==> src/rtl/adder_bist_pkg.sv <==
// Shared types and helpers for the adder BIST engine: FSM state encoding,
// default vector width and the golden sum used by the result comparator.
package adder_bist_pkg;

    localparam int WIDTH_DEF = 4;
    localparam int VEC_W     = 2*WIDTH_DEF + 1;

    typedef enum logic [2:0] {
        ST_IDLE   = 3'd0,
        ST_APPLY  = 3'd1,
        ST_SETTLE = 3'd2,
        ST_CHECK  = 3'd3,
        ST_DONE   = 3'd4
    } state_t;

    // Operands are zero-extended to 32 bits so one function serves any WIDTH <= 32.
    function automatic logic [32:0] ref_sum(input logic [31:0] a,
                                            input logic [31:0] b,
                                            input logic        cin);
        ref_sum = {1'b0, a} + {1'b0, b} + {32'd0, cin};
    endfunction

endpackage

==> src/rtl/adder_bist_settle_cnt.sv <==
// Loadable down-counter timing the adder settle window; expired is high at count 0.
// Latency: load gives CNT_MAX cycles before expiry. No backpressure: en simply pauses it.
// Loading CNT_MAX-1 makes expired assert on the CNT_MAX-th enabled cycle.
module adder_bist_settle_cnt #(
    parameter int CNT_MAX = 2
) (
    input  logic clk,
    input  logic rst_n,
    input  logic load,
    input  logic en,
    output logic expired
);

    localparam int CW = (CNT_MAX > 1) ? $clog2(CNT_MAX) : 1;

    logic [CW-1:0] cnt_q;
    logic [CW-1:0] cnt_d;

    always_comb begin
        cnt_d = cnt_q;
        if (load) begin
            cnt_d = CW'(CNT_MAX - 1);
        end else if (en && (cnt_q != '0)) begin
            cnt_d = cnt_q - CW'(1);
        end
    end

    always_ff @(posedge clk or negedge rst_n) begin
        if (!rst_n) begin
            cnt_q <= '0;
        end else begin
            cnt_q <= cnt_d;
        end
    end

    assign expired = (cnt_q == '0);

endmodule

==> src/rtl/adder4_bist.sv <==
// Exhaustive self-test of a ripple-carry adder: sweeps {a,b,cin}, counts mismatches, keeps first failure.
// Latency: SETTLE_CYCLES+2 cycles per vector; start is ignored while busy (no other backpressure).
// ADDER_BIST_STOP_ON_FAIL_EN: when defined, the first mismatch ends the sweep with the failing vector held.
module adder4_bist
    import adder_bist_pkg::*;
#(
    parameter int WIDTH         = WIDTH_DEF,
    parameter int SETTLE_CYCLES = 2,
    parameter int ERR_W         = 10
) (
    input  logic                 clk,
    input  logic                 rst_n,
    input  logic                 start,
    output logic [WIDTH-1:0]     a_o,
    output logic [WIDTH-1:0]     b_o,
    output logic                 cin_o,
    input  logic [WIDTH-1:0]     sum_i,
    input  logic                 cout_i,
    output logic                 busy,
    output logic                 done,
    output logic                 pass,
    output logic [ERR_W-1:0]     err_count,
    output logic [2*WIDTH:0]     first_fail
);

    localparam int IDX_W = 2*WIDTH + 1;

    state_t             state_q, state_d;
    logic [IDX_W-1:0]   idx_q, idx_d;
    logic [IDX_W-1:0]   vec_q, vec_d;
    logic [ERR_W-1:0]   err_q, err_d;
    logic [IDX_W-1:0]   ff_q, ff_d;

    logic               settle_expired;
    logic [32:0]        ref_full;
    logic [32:0]        got_full;
    logic               mismatch;
    logic               stop_now;

    adder_bist_settle_cnt #(
        .CNT_MAX (SETTLE_CYCLES)
    ) u_settle_cnt (
        .clk     (clk),
        .rst_n   (rst_n),
        .load    (state_q == ST_APPLY),
        .en      (state_q == ST_SETTLE),
        .expired (settle_expired)
    );

    assign a_o   = vec_q[IDX_W-1 -: WIDTH];
    assign b_o   = vec_q[WIDTH:1];
    assign cin_o = vec_q[0];

    assign ref_full = ref_sum(32'(a_o), 32'(b_o), cin_o);
    assign got_full = {{(32-WIDTH){1'b0}}, cout_i, sum_i};
    assign mismatch = (got_full != ref_full);

`ifdef ADDER_BIST_STOP_ON_FAIL_EN
    assign stop_now = mismatch;
`else
    assign stop_now = 1'b0;
`endif

    always_comb begin
        state_d = state_q;
        idx_d   = idx_q;
        vec_d   = vec_q;
        err_d   = err_q;
        ff_d    = ff_q;
        case (state_q)
            ST_IDLE, ST_DONE: begin
                if (start) begin
                    idx_d   = '0;
                    err_d   = '0;
                    ff_d    = '0;
                    state_d = ST_APPLY;
                end
            end
            ST_APPLY: begin
                vec_d   = idx_q;
                state_d = ST_SETTLE;
            end
            ST_SETTLE: begin
                if (settle_expired) begin
                    state_d = ST_CHECK;
                end
            end
            ST_CHECK: begin
                if (mismatch) begin
                    if (err_q != '1) begin
                        err_d = err_q + ERR_W'(1);
                    end
                    // First failure is latched only while the count is still zero.
                    if (err_q == '0) begin
                        ff_d = idx_q;
                    end
                end
                if (stop_now || (idx_q == '1)) begin
                    state_d = ST_DONE;
                end else begin
                    idx_d   = idx_q + IDX_W'(1);
                    state_d = ST_APPLY;
                end
            end
            default: state_d = ST_IDLE;
        endcase
    end

    always_ff @(posedge clk or negedge rst_n) begin
        if (!rst_n) begin
            state_q <= ST_IDLE;
            idx_q   <= '0;
            vec_q   <= '0;
            err_q   <= '0;
            ff_q    <= '0;
        end else begin
            state_q <= state_d;
            idx_q   <= idx_d;
            vec_q   <= vec_d;
            err_q   <= err_d;
            ff_q    <= ff_d;
        end
    end

    assign busy       = (state_q == ST_APPLY) || (state_q == ST_SETTLE) || (state_q == ST_CHECK);
    assign done       = (state_q == ST_DONE);
    assign pass       = done && (err_q == '0);
    assign err_count  = err_q;
    assign first_fail = ff_q;

endmodule

==> config.mk <==
export PLATFORM = sky130hd
export DESIGN_NAME = adder4_bist
export DESIGN_NICKNAME = d
export VERILOG_FILES = /design/src/rtl/adder_bist_pkg.sv /design/src/rtl/adder_bist_settle_cnt.sv /design/src/rtl/adder4_bist.sv
export SDC_FILE = /design/constraint.sdc
export NUM_CORES = 1
export LEC_CHECK = 0
export ABC_AREA = 1
export CAP_MARGIN = 10
export CELL_PAD_IN_SITES_DETAIL_PLACEMENT = 0
export CELL_PAD_IN_SITES_GLOBAL_PLACEMENT = 1
export CORE_UTILIZATION = 40
export CTS_BUF_LIST = sky130_fd_sc_hd__clkbuf_2 sky130_fd_sc_hd__clkbuf_4 sky130_fd_sc_hd__clkbuf_8
export CTS_CLUSTER_DIAMETER = 60
export DETAILED_ROUTE_END_ITERATION = 7
export PLACE_DENSITY = 0.89
export SLEW_MARGIN = 20
export SYNTH_ARGS = -nofsm -noshare
export SYNTH_HDL_FRONTEND = slang
export SYNTH_HIERARCHICAL = 1
export SYNTH_SLANG_ARGS = --single-unit
==> constraint.sdc <==
create_clock -name clk -period 2.7 [get_ports clk]
set_clock_uncertainty 0.2 [all_clocks]
set_input_delay 0.405 -clock clk [delete_from_list [all_inputs] [get_ports clk]]
set_output_delay 0.405 -clock clk [all_outputs]
set_load 0.02 [all_outputs]
Word level (Yosys, flattened, before mapping)

Cells that the tools add are included.

Bits in registers: 41
Input port bits: 8
Output and inout port bits: 31
Word-level logic and storage cells: 53

$add $sub $neg: 5
Equal/unequal tests: 13
Muxes and demuxes: 16
Reductions and logical operators: 13

Operator list:

| operator                                            | count |
|---|---|
| two-way mux 9 bit                                   | 4 |
| one-hot mux 9 bit (2 select lines)                  | 2 |
| two-way mux 10 bit                                  | 3 |
| one-hot mux 10 bit (2 select lines)                 | 1 |
| inequality test 2 bit, second input constant        | 6 |
| one-hot mux 3 bit (4 select lines)                  | 1 |
| adder 10 x 1 -> 10 bit, second input constant       | 1 |
| logical NOT 10 bit                                  | 1 |
| inequality test 10 bit, second input constant       | 1 |
| adder 9 x 1 -> 9 bit, second input constant         | 1 |
| equality test 9 bit, second input constant          | 1 |
| two-way mux 3 bit                                   | 3 |
| AND reduction 4 bit                                 | 2 |
| adder 5 x 1 -> 6 bit                                | 1 |
| equality test 3 x 2 -> 1 bit, second input constant | 2 |
| inequality test 5 x 6 -> 1 bit                      | 1 |
| adder 4 x 4 -> 5 bit                                | 1 |
| nonzero test 2 bit                                  | 2 |
| equality test 3 x 1 -> 1 bit, second input constant | 1 |
| equality test 3 bit, second input constant          | 1 |
| logical NOT 3 bit                                   | 1 |
| AND reduction 3 bit                                 | 1 |
| logical AND 1 bit                                   | 2 |
| logical OR 1 bit                                    | 2 |
| 4 further kinds                                     | 5 |

Logic depth before layout (Yosys ltp)

Gate-level depths: netlist (run 1).

Depth after elaboration: 5
Gate-level depth with buffers: 13
Gate-level depth less buffers: 12

By module

The synthesis (run 1) kept the hierarchy.

Modules (own cells, without submodules):

| module                | instances | cells each | area an instance (um2) | seq. area each (um2) |
|---|---|---|---|---|
| adder4_bist           | 1         | 302        | 2307.2                 | 1001.0 |
| adder_bist_settle_cnt | 1         | 6          | 43.8                   | 25.0 |

Least setup slack after synthesis (run 1)

No wires, ideal clock.

Path kind: reg2reg
Start: register vec_q[5]
End: register err_q[9] (netlist: err_count[9])
Setup time: 0.117 ns
Data arrival time: 2.119 ns
Path slack: 0.264 ns
Stages on the path, launching flop included: 10
Path buffers: 1
Cells stage by stage: dfrtp_1 -> fa_1 -> fa_1 -> xnor2_1 -> nand3_1 -> nor2_2 -> nand3_2 -> buf_2 -> nand4_1 -> nand2_1

Longest elaborated chain between the ends: 5

RTL lines:

| element                                | line                 | text |
|---|---|---|
| from (decl)                            | adder4_bist.sv:30    | `logic [IDX_W-1:0] vec_q, vec_d;` |
| from (signal assigned)                 | adder4_bist.sv:119   | `vec_q <= vec_d;` |
| adder 4 x 4 -> 5 bit                   | adder_bist_pkg.sv:20 | `ref_sum = {1'b0, a} + {1'b0, b} + {32'd0, cin};` |
| adder 5 x 1 -> 6 bit                   | adder_bist_pkg.sv:20 |  |
| inequality test 5 x 6 -> 1 bit         | adder4_bist.sv:56    | `assign mismatch = (got_full != ref_full);` |
| inequality test 2 bit (no source line) | -                    |  |
| AND reduction 4 bit (no source line)   | -                    |  |
| to (signal assigned)                   | adder4_bist.sv:120   | `err_q <= err_d;` |
| to (decl)                              | adder4_bist.sv:31    | `logic [ERR_W-1:0] err_q, err_d;` |

Every way passes these cells.
A chain may end at the register's enable or synchronous reset.

Worst setup path in the final report (run 1)

Start: register err_q[0] (netlist: err_count[0])
End: output pass

Longest elaborated chain between the ends: 2

RTL lines:

| element            | line               | text |
|---|---|---|
| logical NOT 10 bit | adder4_bist.sv:127 | `assign pass = done && (err_q == '0);` |
| logical AND 1 bit  | adder4_bist.sv:127 |  |
| to (decl)          | adder4_bist.sv:21  | `output logic pass,` |

Every way passes these cells.

==> results of run 1 <==
[cell type report]
| cell class | count | area, µm² | area share [%] |
|---|---|---|---|
| clock inverter | 1 | 5.00 | 0.171 |
| inverter | 36 | 135 | 4.63 |
| timing repair buffer | 42 | 418 | 14.3 |
| multi-input combinational | 222 | 1150 | 39.4 |
| tap | 72 | 90.1 | 3.08 |
| sequential | 41 | 1030 | 35.1 |
| clock buffer | 7 | 96.3 | 3.30 |
[synth_stat cells]
| library cell | number | share of area, % |
|---|---|---|
| nor3_1 | 6 | 1.3 |
| a31oi_1 | 1 | 0.27 |
| inv_2 | 2 | 0.32 |
| nor4_1 | 2 | 0.53 |
| clkbuf_1 | 4 | 0.64 |
| buf_2 | 4 | 0.85 |
| nand2_1 | 86 | 14 |
| nand4_1 | 22 | 5.9 |
| nor2_1 | 33 | 5.3 |
| nand3b_1 | 2 | 0.64 |
| nand3_2 | 3 | 1.3 |
| xnor2_1 | 2 | 0.75 |
| nor3_2 | 2 | 0.85 |
| o22ai_1 | 1 | 0.27 |
| o21ai_0 | 17 | 3.6 |
| dfrtp_1 | 41 | 44 |
| o21ai_2 | 1 | 0.37 |
| nand3_1 | 16 | 3.4 |
| nand3_4 | 1 | 0.75 |
| inv_1 | 33 | 5.3 |
| fa_1 | 2 | 1.7 |
| a21oi_1 | 12 | 2.6 |
| nand2_2 | 1 | 0.27 |
| or2_2 | 1 | 0.27 |
| nor3b_1 | 2 | 0.64 |
| xor2_1 | 1 | 0.37 |
| ha_1 | 7 | 3.7 |
| buf_6 | 1 | 0.48 |
| nor2_2 | 1 | 0.27 |
| clkinv_1 | 1 | 0.16 |
[worst max-delay path by stage]
stage | to | depth (start not counted) | slack, ns | start
after floorplan | err_count[9]$_DFFE_PN0P_ | 9 | 0.26 | vec_q[5]$_DFFE_PN0P_
after CTS | pass | 5 | 0.07 | err_count[0]$_DFFE_PN0P_
after global routing | pass | 5 | 0.005 | err_count[0]$_DFFE_PN0P_
final | pass | 5 | 0.1 | err_count[0]$_DFFE_PN0P_
after global placement | err_count[0]$_DFFE_PN0P_ | 12 | 0.18 | vec_q[5]$_DFFE_PN0P_
after detailed placement | err_count[1]$_DFFE_PN0P_ | 10 | 0.16 | vec_q[5]$_DFFE_PN0P_
[cell families after synthesis]
| group | Yosys count |
|---|---|
| AND/OR/NAND/NOR | 178 |
| buffers and inverters | 45 |
| flip-flops | 41 |
| AO/OA/AOI/OAI | 32 |
| adder cells (fa/ha/maj) | 9 |
| XOR/XNOR | 3 |
[registers in the layout (all words and copies together), names as in the netlist]
signal	count
err_count	10
first_fail	9
idx_q	9
vec_q	9
state_q	3
u_settle_cnt/cnt_q	1
[report_power, final]
part / leakage [nW] / total [mW] / internal, mW / switching (mW)
sequential: 0.557 / 0.848 / 0.742 / 0.107
combinational: 0.751 / 1.12 / 0.411 / 0.710
clock: 0.0542 / 0.445 / 0.231 / 0.214
total: 1.36 / 2.42 / 1.38 / 1.03
[layout by cell type (no fill, tap or decap), drive strengths merged]
master          n
a21oi          12
a31oi           1
buf             5
clkbuf          7
clkdlybuf4s50  37
clkinv          2
dfrtp          41
fa              2
ha              7
inv            35
nand2          87
nand3          20
nand3b          2
nand4          22
nor2           34
nor3            8
nor3b           2
nor4            2
o21ai          18
o22ai           1
or2             1
xnor2           2
xor2            1
[metal layers]
metal / share of wire, % / up-vias
met1: 49 / 1011
met2: 44 / 47
met5: 0 / -
met3: 3.9 / 9
li1: - / 1095
met4: 2.6 / 0
==> flow_summary.ini, run 1 <==
[layout]
layoutNonFillerInstCount = 421
area_delta_synth_final_pct = 24.3
drive_gt1_share_pct = 7.16
nFillCells = 563
final_nets = 365
diodes = 0
final_area_mm2 = 0.00292
postLayoutCoreUtil_pct = 52.4

[min_path]
hold_class = in -> async

[route]
ant_nets = 0
viasPerCell = 5.14
drt_iter0_drc = 116
vias = 2162
drt_pass1_iterations = 4
wirelength_um = 5440
drcViolationCount = 0
wl_per_cell_um = 12.9

[place]
place_ws_ns = 0.155
dp_cells = 413
gp_congestion = 0.815
dp_hpwl_um = 3940
place_area_mm2 = 0.00281
port_buffers = 38

[setup_path]
worstSetupPathType = reg -> out
slowest_stage = clkdlybuf4s50_1
crit_chain = inv_1 -> ha_1 -> nand3_1 -> nor4_1 -> clkdlybuf4s50_1
end_kind = output pin
crit_fanout = 6
critical_path.top_delay_family = buffers and inverters
r2r_start = vec_q[5]$_DFFE_PN0P_
path_buf_inv = 2
reg2reg_depth = 12
r2r-end = err_count[0]$_DFFE_PN0P_
start_kind = flop
cp_slowest_stage_delay_ns = 0.65
cp.required_ns = 2.10
r2r_slack_ns = 0.19
critPathArrivalTime_ns = 2.00

[clock_tree]
clk_pin_slew_ns = 0.08
clk_latency_ns = 0.29
cts.htree.levels = 2
post_cts_buffers = 0
cts_buffers = 5
clockBufferDepth = 2
cts_resized = 0
cts_hold_buf = 0
root_buffer = clkbuf_8
cts_sinks = 41
cts_tree = done

[flow_run]
drv_cap = 0

[pwr]
power_mw = 2.42
ir_drop_v = 0.000417
p_per_area_mw_per_mm2 = 827
p_leak_nw = 1.36

[timing]
fin_crit_ns = 2.60
worst_slack_ns = 0.0973
slew_headroom_pct = 39.2
hold_slack_ns = 0.0334
final-setup-viol-count = 0
slew_viol_final = 0
worstMarginPinSlew_ns = 0.912
post-route-period-util_pct = 96.4
tns_ns = 0
fmax_mhz = 384
grt_setup_unrepaired = no
hold_violations = 0

[logic_synthesis]
synth_top_family_by_area = simple AND/OR/NAND/NOR gates
yosysWarnings = 6
synth.area.mux_share_pct = 0
synth_area_mm2 = 0.00235
synth_xor_area_share_pct = 1.12
ys_seq_area_share_pct = 43.6
avgSynthCellArea_um2 = 7.63
synth_simple_gate_area_share_pct = 35.0
syn_inst = 308
post_synth_fa_ha_maj_area_fraction_pct = 5.43
synth_compound_area_share_pct = 7.08
synth-seq-cells = 41
ys_types = 30
synth_fp_nets = 325

[grt]
grt.total_usage_pct = 18.8
gr-usage-met1_pct = 26.4
gr-max-usage-layer = met2
grtUsageMet3_pct = 2.91
grt_pass1_wl_um = 9050
grt_max_degree = 42
antenna_found_initial = 0
grt-ovfl-total = 0
grt_pass1_vias = 1923
grt_use_met2_pct = 28.3

[floorplanning]
die-height_um = 78.7
die_area_mm2 = 0.00619
core_area_mm2 = 0.00557
io_pins = 39
start_util_pct = 42.2
core.rowCount = 27
die_w_um = 78.7

[outcome]
status = completed
No activity file was read; power rests on OpenSTA's default activity.
==> run 2, diff against run 1 <==
Settings changed: ABC_AREA 1 to not set, CORE_UTILIZATION 40 to 42, PLACE_DENSITY 0.89 to 0.88, SLEW_MARGIN 20 to not set.
==> flow_summary.ini, run 2 <==
[route]
drt_pass1_iterations = 4
highest_layer = met4
viasPerCell = 5.50
drt_iter0_drc = 150
ant_nets = 0
wl_met1_um = 2510
wirelength_um = 5360
drcViolationCount = 0
route.met3.wl_um = 232
met2WireLength_um = 2580
wl_per_cell_um = 15.9
vias = 1855

[timing]
post-route-period-util_pct = 104
slew_headroom_pct = 67.1
fin_crit_ns = 2.82
hold_violations = 0
fmax_mhz = 354
hold_slack_ns = 0.306
worstMarginPinSlew_ns = 0.489
slew_viol_final = 0
final-setup-viol-count = 17
tns_ns = -1.22
grt_setup_unrepaired = yes
worst_slack_ns = -0.121

[clock_tree]
cts_sinks = 41
cts.htree.levels = 2
clk_latency_ns = 0.30
cts_tree = done
clockBufferDepth = 2
cts_buffers = 5
root_buffer = clkbuf_8
clk_pin_slew_ns = 0.08

[logic_synthesis]
synth.area.mux_share_pct = 5.57
synth_xor_area_share_pct = 5.51
yosys-top-cells-count = 41 x dfrtp_1, 15 x nand2_1, 12 x nand3_1
yosysMostFrequentCell = dfrtp_1
synth_async_sr_flop_share_pct = 100
synth_top_area_share_pct = 47.0
synthTopCellsByArea = dfrtp_1 47%, mux2_2 4.6%, ha_1 4.0%, xor2_1 4.0%, a22o_1 3.6%
synth-seq-cells = 41
synth_compound_area_share_pct = 15.5
synth_flop_cell = dfrtp_1
synth_simple_gate_area_share_pct = 17.2
synth_fp_nets = 219
avgSynthCellArea_um2 = 10.8
ys_types = 49
synth_top_family_by_area = simple AND/OR/NAND/NOR gates
synth_top_cell_by_area = dfrtp_1
synth_edf_count = 0
yosysWarnings = 6
ys_seq_area_share_pct = 47.0
syn_inst = 202
synth_area_mm2 = 0.00218
post_synth_fa_ha_maj_area_fraction_pct = 5.85

[grt]
grt.total_usage_pct = 21.4
antenna_found_initial = 0
grt_pass1_wl_um = 8830
grt_max_degree = 25
grt_pass1_vias = 1767
grt-ovfl-total = 0

[setup_path]
reg2reg_depth = 8
critPathArrivalTime_ns = 2.79
worstSetupPathType = reg -> reg
cp.required_ns = 2.67
slowest_stage = fa_2
start_kind = flop
end_kind = flop
crit_chain = fa_2 -> fa_2 -> xor2_1 -> nor4_2 -> nand3_2 -> buf_4 -> o2111ai_1 -> o221ai_1
crit_fanout = 7
cp_slowest_stage_delay_ns = 0.54
crit_path_frequent_cell = fa_2

[floorplanning]
core.rowCount = 25
start_util_pct = 45.0
die-height_um = 74.1
core_area_mm2 = 0.00485
die_area_mm2 = 0.00548
die_w_um = 74.1
io_pins = 39

[min_path]
hold_class = reg -> reg
hold_depth = 1

[outcome]
violations = setup timing
status = finished with violations

[place]
gp_congestion = 0.846
port_buffers = 38
place_ws_ns = -0.149
dp_hpwl_um = 3890

[pwr]
p_per_area_mw_per_mm2 = 760
ir_drop_v = 0.000454
power_mw = 2.25
p_leak_nw = 1.36

[layout]
nFillCells = 438
diodes = 0
mostFrequentLayoutCells = 39 x dfrtp_1, 37 x clkdlybuf4s50_1, 23 x buf_4, 14 x nand2_1, 12 x nand3_1
layout_commonest_cell = dfrtp_1
postLayoutCoreUtil_pct = 61.1
drive_gt1_share_pct = 24.1
final_nets = 286
area_delta_synth_final_pct = 35.9
largest_register_ff_count = 10

[flow_run]
drv_cap = 0
## run 2: timing repair
action,CTS,global route
cloned,0,1
endpoints found under the hold margin,17,0
resized for setup,5,2
pin swaps,6,1
setup buffers,1,1
endpoints found under the setup margin,18,19
hold buffers,1,0
## run 2: worst max-delay path, delay by kind of cell, from the launching register on
kind                     cells  cell delay (ns)
flip-flops                   1             0.42
buffers and inverters        1             0.20
adder cells (fa/ha/maj)      2             0.94
XOR/XNOR                     1             0.07
AO/OA/AOI/OAI                2             0.29
AND/OR/NAND/NOR              2             0.57
## run 2: final cells by class
class | count | area, µm² | share of cell area (%)
Clock buffer | 5 | 68.8 | 2.32
Clock inverter | 3 | 17.5 | 0.591
Inverter | 12 | 45.0 | 1.52
Multi-Input combinational cell | 144 | 1130 | 38.0
Sequential cell | 41 | 1030 | 34.7
Tap cell | 67 | 83.8 | 2.83
Timing Repair Buffer | 65 | 594 | 20.1
## run 2: cells by family after synthesis
| family | after synthesis |
|---|---|
| and+or+nand+nor | 68 |
| xor gates and xnor gates | 12 |
| AOI/OAI and AO/OA | 44 |
| DFF | 41 |
| adders and majority gates | 9 |
| buffers and inverters | 17 |
| muxes | 11 |
## run 2: per-stage QoR
stage	cells	cell area, µm²
after floorplan	202	2210
after global placement	326	2830
after detailed placement	326	2830
after CTS	335	2940
after global routing	337	2960
final	337	2960
## run 2: path summary, 6_finish.rpt
| check | start | to | slack, ns |
|---|---|---|---|
| worst max-delay path | vec_q[0]$_DFFE_PN0P_ | err_count[7]$_DFFE_PN0P_ | -0.12 |
| worst min-delay path | first_fail[8]$_DFFE_PN0P_ | first_fail[8]$_DFFE_PN0P_ | 0.31 |
| worst min register to register | first_fail[8]$_DFFE_PN0P_ | first_fail[8]$_DFFE_PN0P_ | 0.31 |
| worst max register to register | vec_q[0]$_DFFE_PN0P_ | err_count[7]$_DFFE_PN0P_ | -0.12 |
| min in group asynchronous | rst_n | vec_q[5]$_DFFE_PN0P_ | 0.38 |
| max in group asynchronous | rst_n | idx_q[8]$_DFFE_PN0P_ | 1.25 |
## run 2: metal layers
| layer | up-vias | global-route usage (%) |
|---|---|---|
| met5 | - | 0 |
| met4 | 0 | 4.49 |
| met3 | 4 | 4.07 |
| met2 | 59 | 32.6 |
| met1 | 923 | 31.9 |
| li1 | 869 | - |
## run 2: power breakdown
group          switching, mW  internal (mW)
clock                  0.223          0.179
sequential            0.0976          0.714
combinational          0.549          0.490
total                  0.870           1.38
==> RTL change: new RTL, config.mk and constraints of run 1 <==
The 5 states of `state_t` get a one-hot encoding in 5 bits.
--- a/src/rtl/adder_bist_pkg.sv
+++ b/src/rtl/adder_bist_pkg.sv
@@ -7,8 +7,8 @@
 
-    typedef enum logic [2:0] {
-        ST_IDLE   = 3'd0,
-        ST_APPLY  = 3'd1,
-        ST_SETTLE = 3'd2,
-        ST_CHECK  = 3'd3,
-        ST_DONE   = 3'd4
+    typedef enum logic [4:0] {
+        ST_IDLE   = 5'b00001,
+        ST_APPLY  = 5'b00010,
+        ST_SETTLE = 5'b00100,
+        ST_CHECK  = 5'b01000,
+        ST_DONE   = 5'b10000
     } state_t;
Behaviour: same outputs for any inputs over 10 cycles, from zero or initial values and one cycle with rst_n low; not proved beyond that.
==> RTL change against run 1 <==
- wire length is 2.8% higher
- sequential power down 9.0%
- worst setup slack improved by 0.070 ns
- area after synthesis increased by 7.5%
- design area increased by 5.8%
- highest routed layer unchanged
- sequential cell count rose by 2
- total power down 24%
- critical path depth grew 7
- critical path type is now flip-flop to flip-flop
==> RTL change: results (changes against run 1) <==
----------------------------------------------------
[Global routing]
  Global-route wire length before repair ... 9.32 mm (+3.0%)
  Fraction of met2 tracks used by global routing ... 0.303 (+0.0207)
  Met1 usage ... 0.241 (-0.0229)
  Via count of the first global-routing pass ... 2062 (+7.2%)
  Pin count of the biggest net entering global routing ... 44 (+4.8%)

[Timing]
  Transition time of the tightest slew-check pin ... 0.493 ns (-0.419 ns)

[Run status]
  Status ... completed

[Yosys]
  Count of cell types in the netlist ... 31 (+3.3%)
  Largest cells by area after synthesis ... sky130_fd_sc_hd__dfrtp_1, sky130_fd_sc_hd__nand2_1, sky130_fd_sc_hd__inv_1
  Proportion of synthesized chip area in sequential cells ... 0.426 (-0.0102)
  Adder and majority cell fraction of the synthesized area ... 0.0505 (-0.00379)

[Setup path]
  Maximum fanout count along the critical path ... 10 (+4)
  Type of element capturing the critical path ... flip-flop
  Reg-to-reg setup timing slack ... 0.17 ns (-0.02 ns)
  Arrival time of the worst setup path ... 2.53 ns (+0.53 ns)
  Largest stage delay, worst path ... 0.51 ns (-0.14 ns)
  Kind of cell adding the most delay to the critical path ... adder cells

[Finish]
  Fraction of layout cells with a size suffix above 1 ... 0.112 (+0.0404)
  Design Area, Final ... 0.00309 mm^2 (+5.8%)
  Area used by sequential logic in the layout ... 0.00108 mm^2 (+5.0%)
  Proportion of final cell area spent on non-clock buffers ... 0.140 (-0.00302)
  Number of sequential storage elements ... 43 (+4.9%)
  Non-clock buffer instance count of the final layout ... 43 (+2.4%)
  Clock-cell share of area ... 0.0287 (-0.00596)
  Final Net Count ... 391 (+7.1%)
  Multi-input combinational cell count ... 239 (+7.7%)
  Area of the multi-input gates ... 0.00124 mm^2 (+7.8%)
  Count of fill cells added during filler insertion ... 580 (+3.0%)

[Placed design]
  Detailed-placement wirelength estimate ... 4.09 mm (+3.9%)
  Placed Area ... 0.00297 mm^2 (+5.4%)

[Routing]
  First DRT Iteration DRCs ... 164 (+41%)
  Met1 WL ... 2.66 mm (-0.34%)
  Met3 Wirelength ... 263 um (+23%)
  DR WL met2 ... 2.63 mm (+8.7%)

[Pwr]
  Internal power component ... 1100 uW (-20%)
  Maximum resistive drop on vdd ... 0.350 mV (-16%)

----------------------------------------------------
## RTL change: cell count changes in the layout (fill, tap and decap cells not counted), sizes merged, moves of 2 or more
cell and delta:
o21ai +15, nor3 -5, a21oi -6, nand2 +21
dlymetal6s2s +2, nand3 +5, clkbuf -2, clkdlybuf4s50 -2
inv +7, nor3b -2, nand4 -10, clkinvlp +2
## RTL change: through the flow
| step | util | setup WS [ns] | total power, uW | std cells |
|---|---|---|---|---|
| global placement | 0.495 | 0.170 | 1430 | 440 |
| detailed placement | 0.495 | 0.122 | 1440 | 440 |
| finish | 0.516 | 0.168 | 1840 | 450 |
| global route | 0.516 | 0.0147 | 1960 | 450 |
| floorplan | - | 0.171 | 1270 | 333 |
| CTS | 0.510 | 0.0244 | 1860 | 448 |
## RTL change: repair_timing
item	CTS	global route
gates resized for setup	0	3
hold buffers	0	1
endpoints found under the hold margin	0	10
endpoints found under the setup margin	0	21
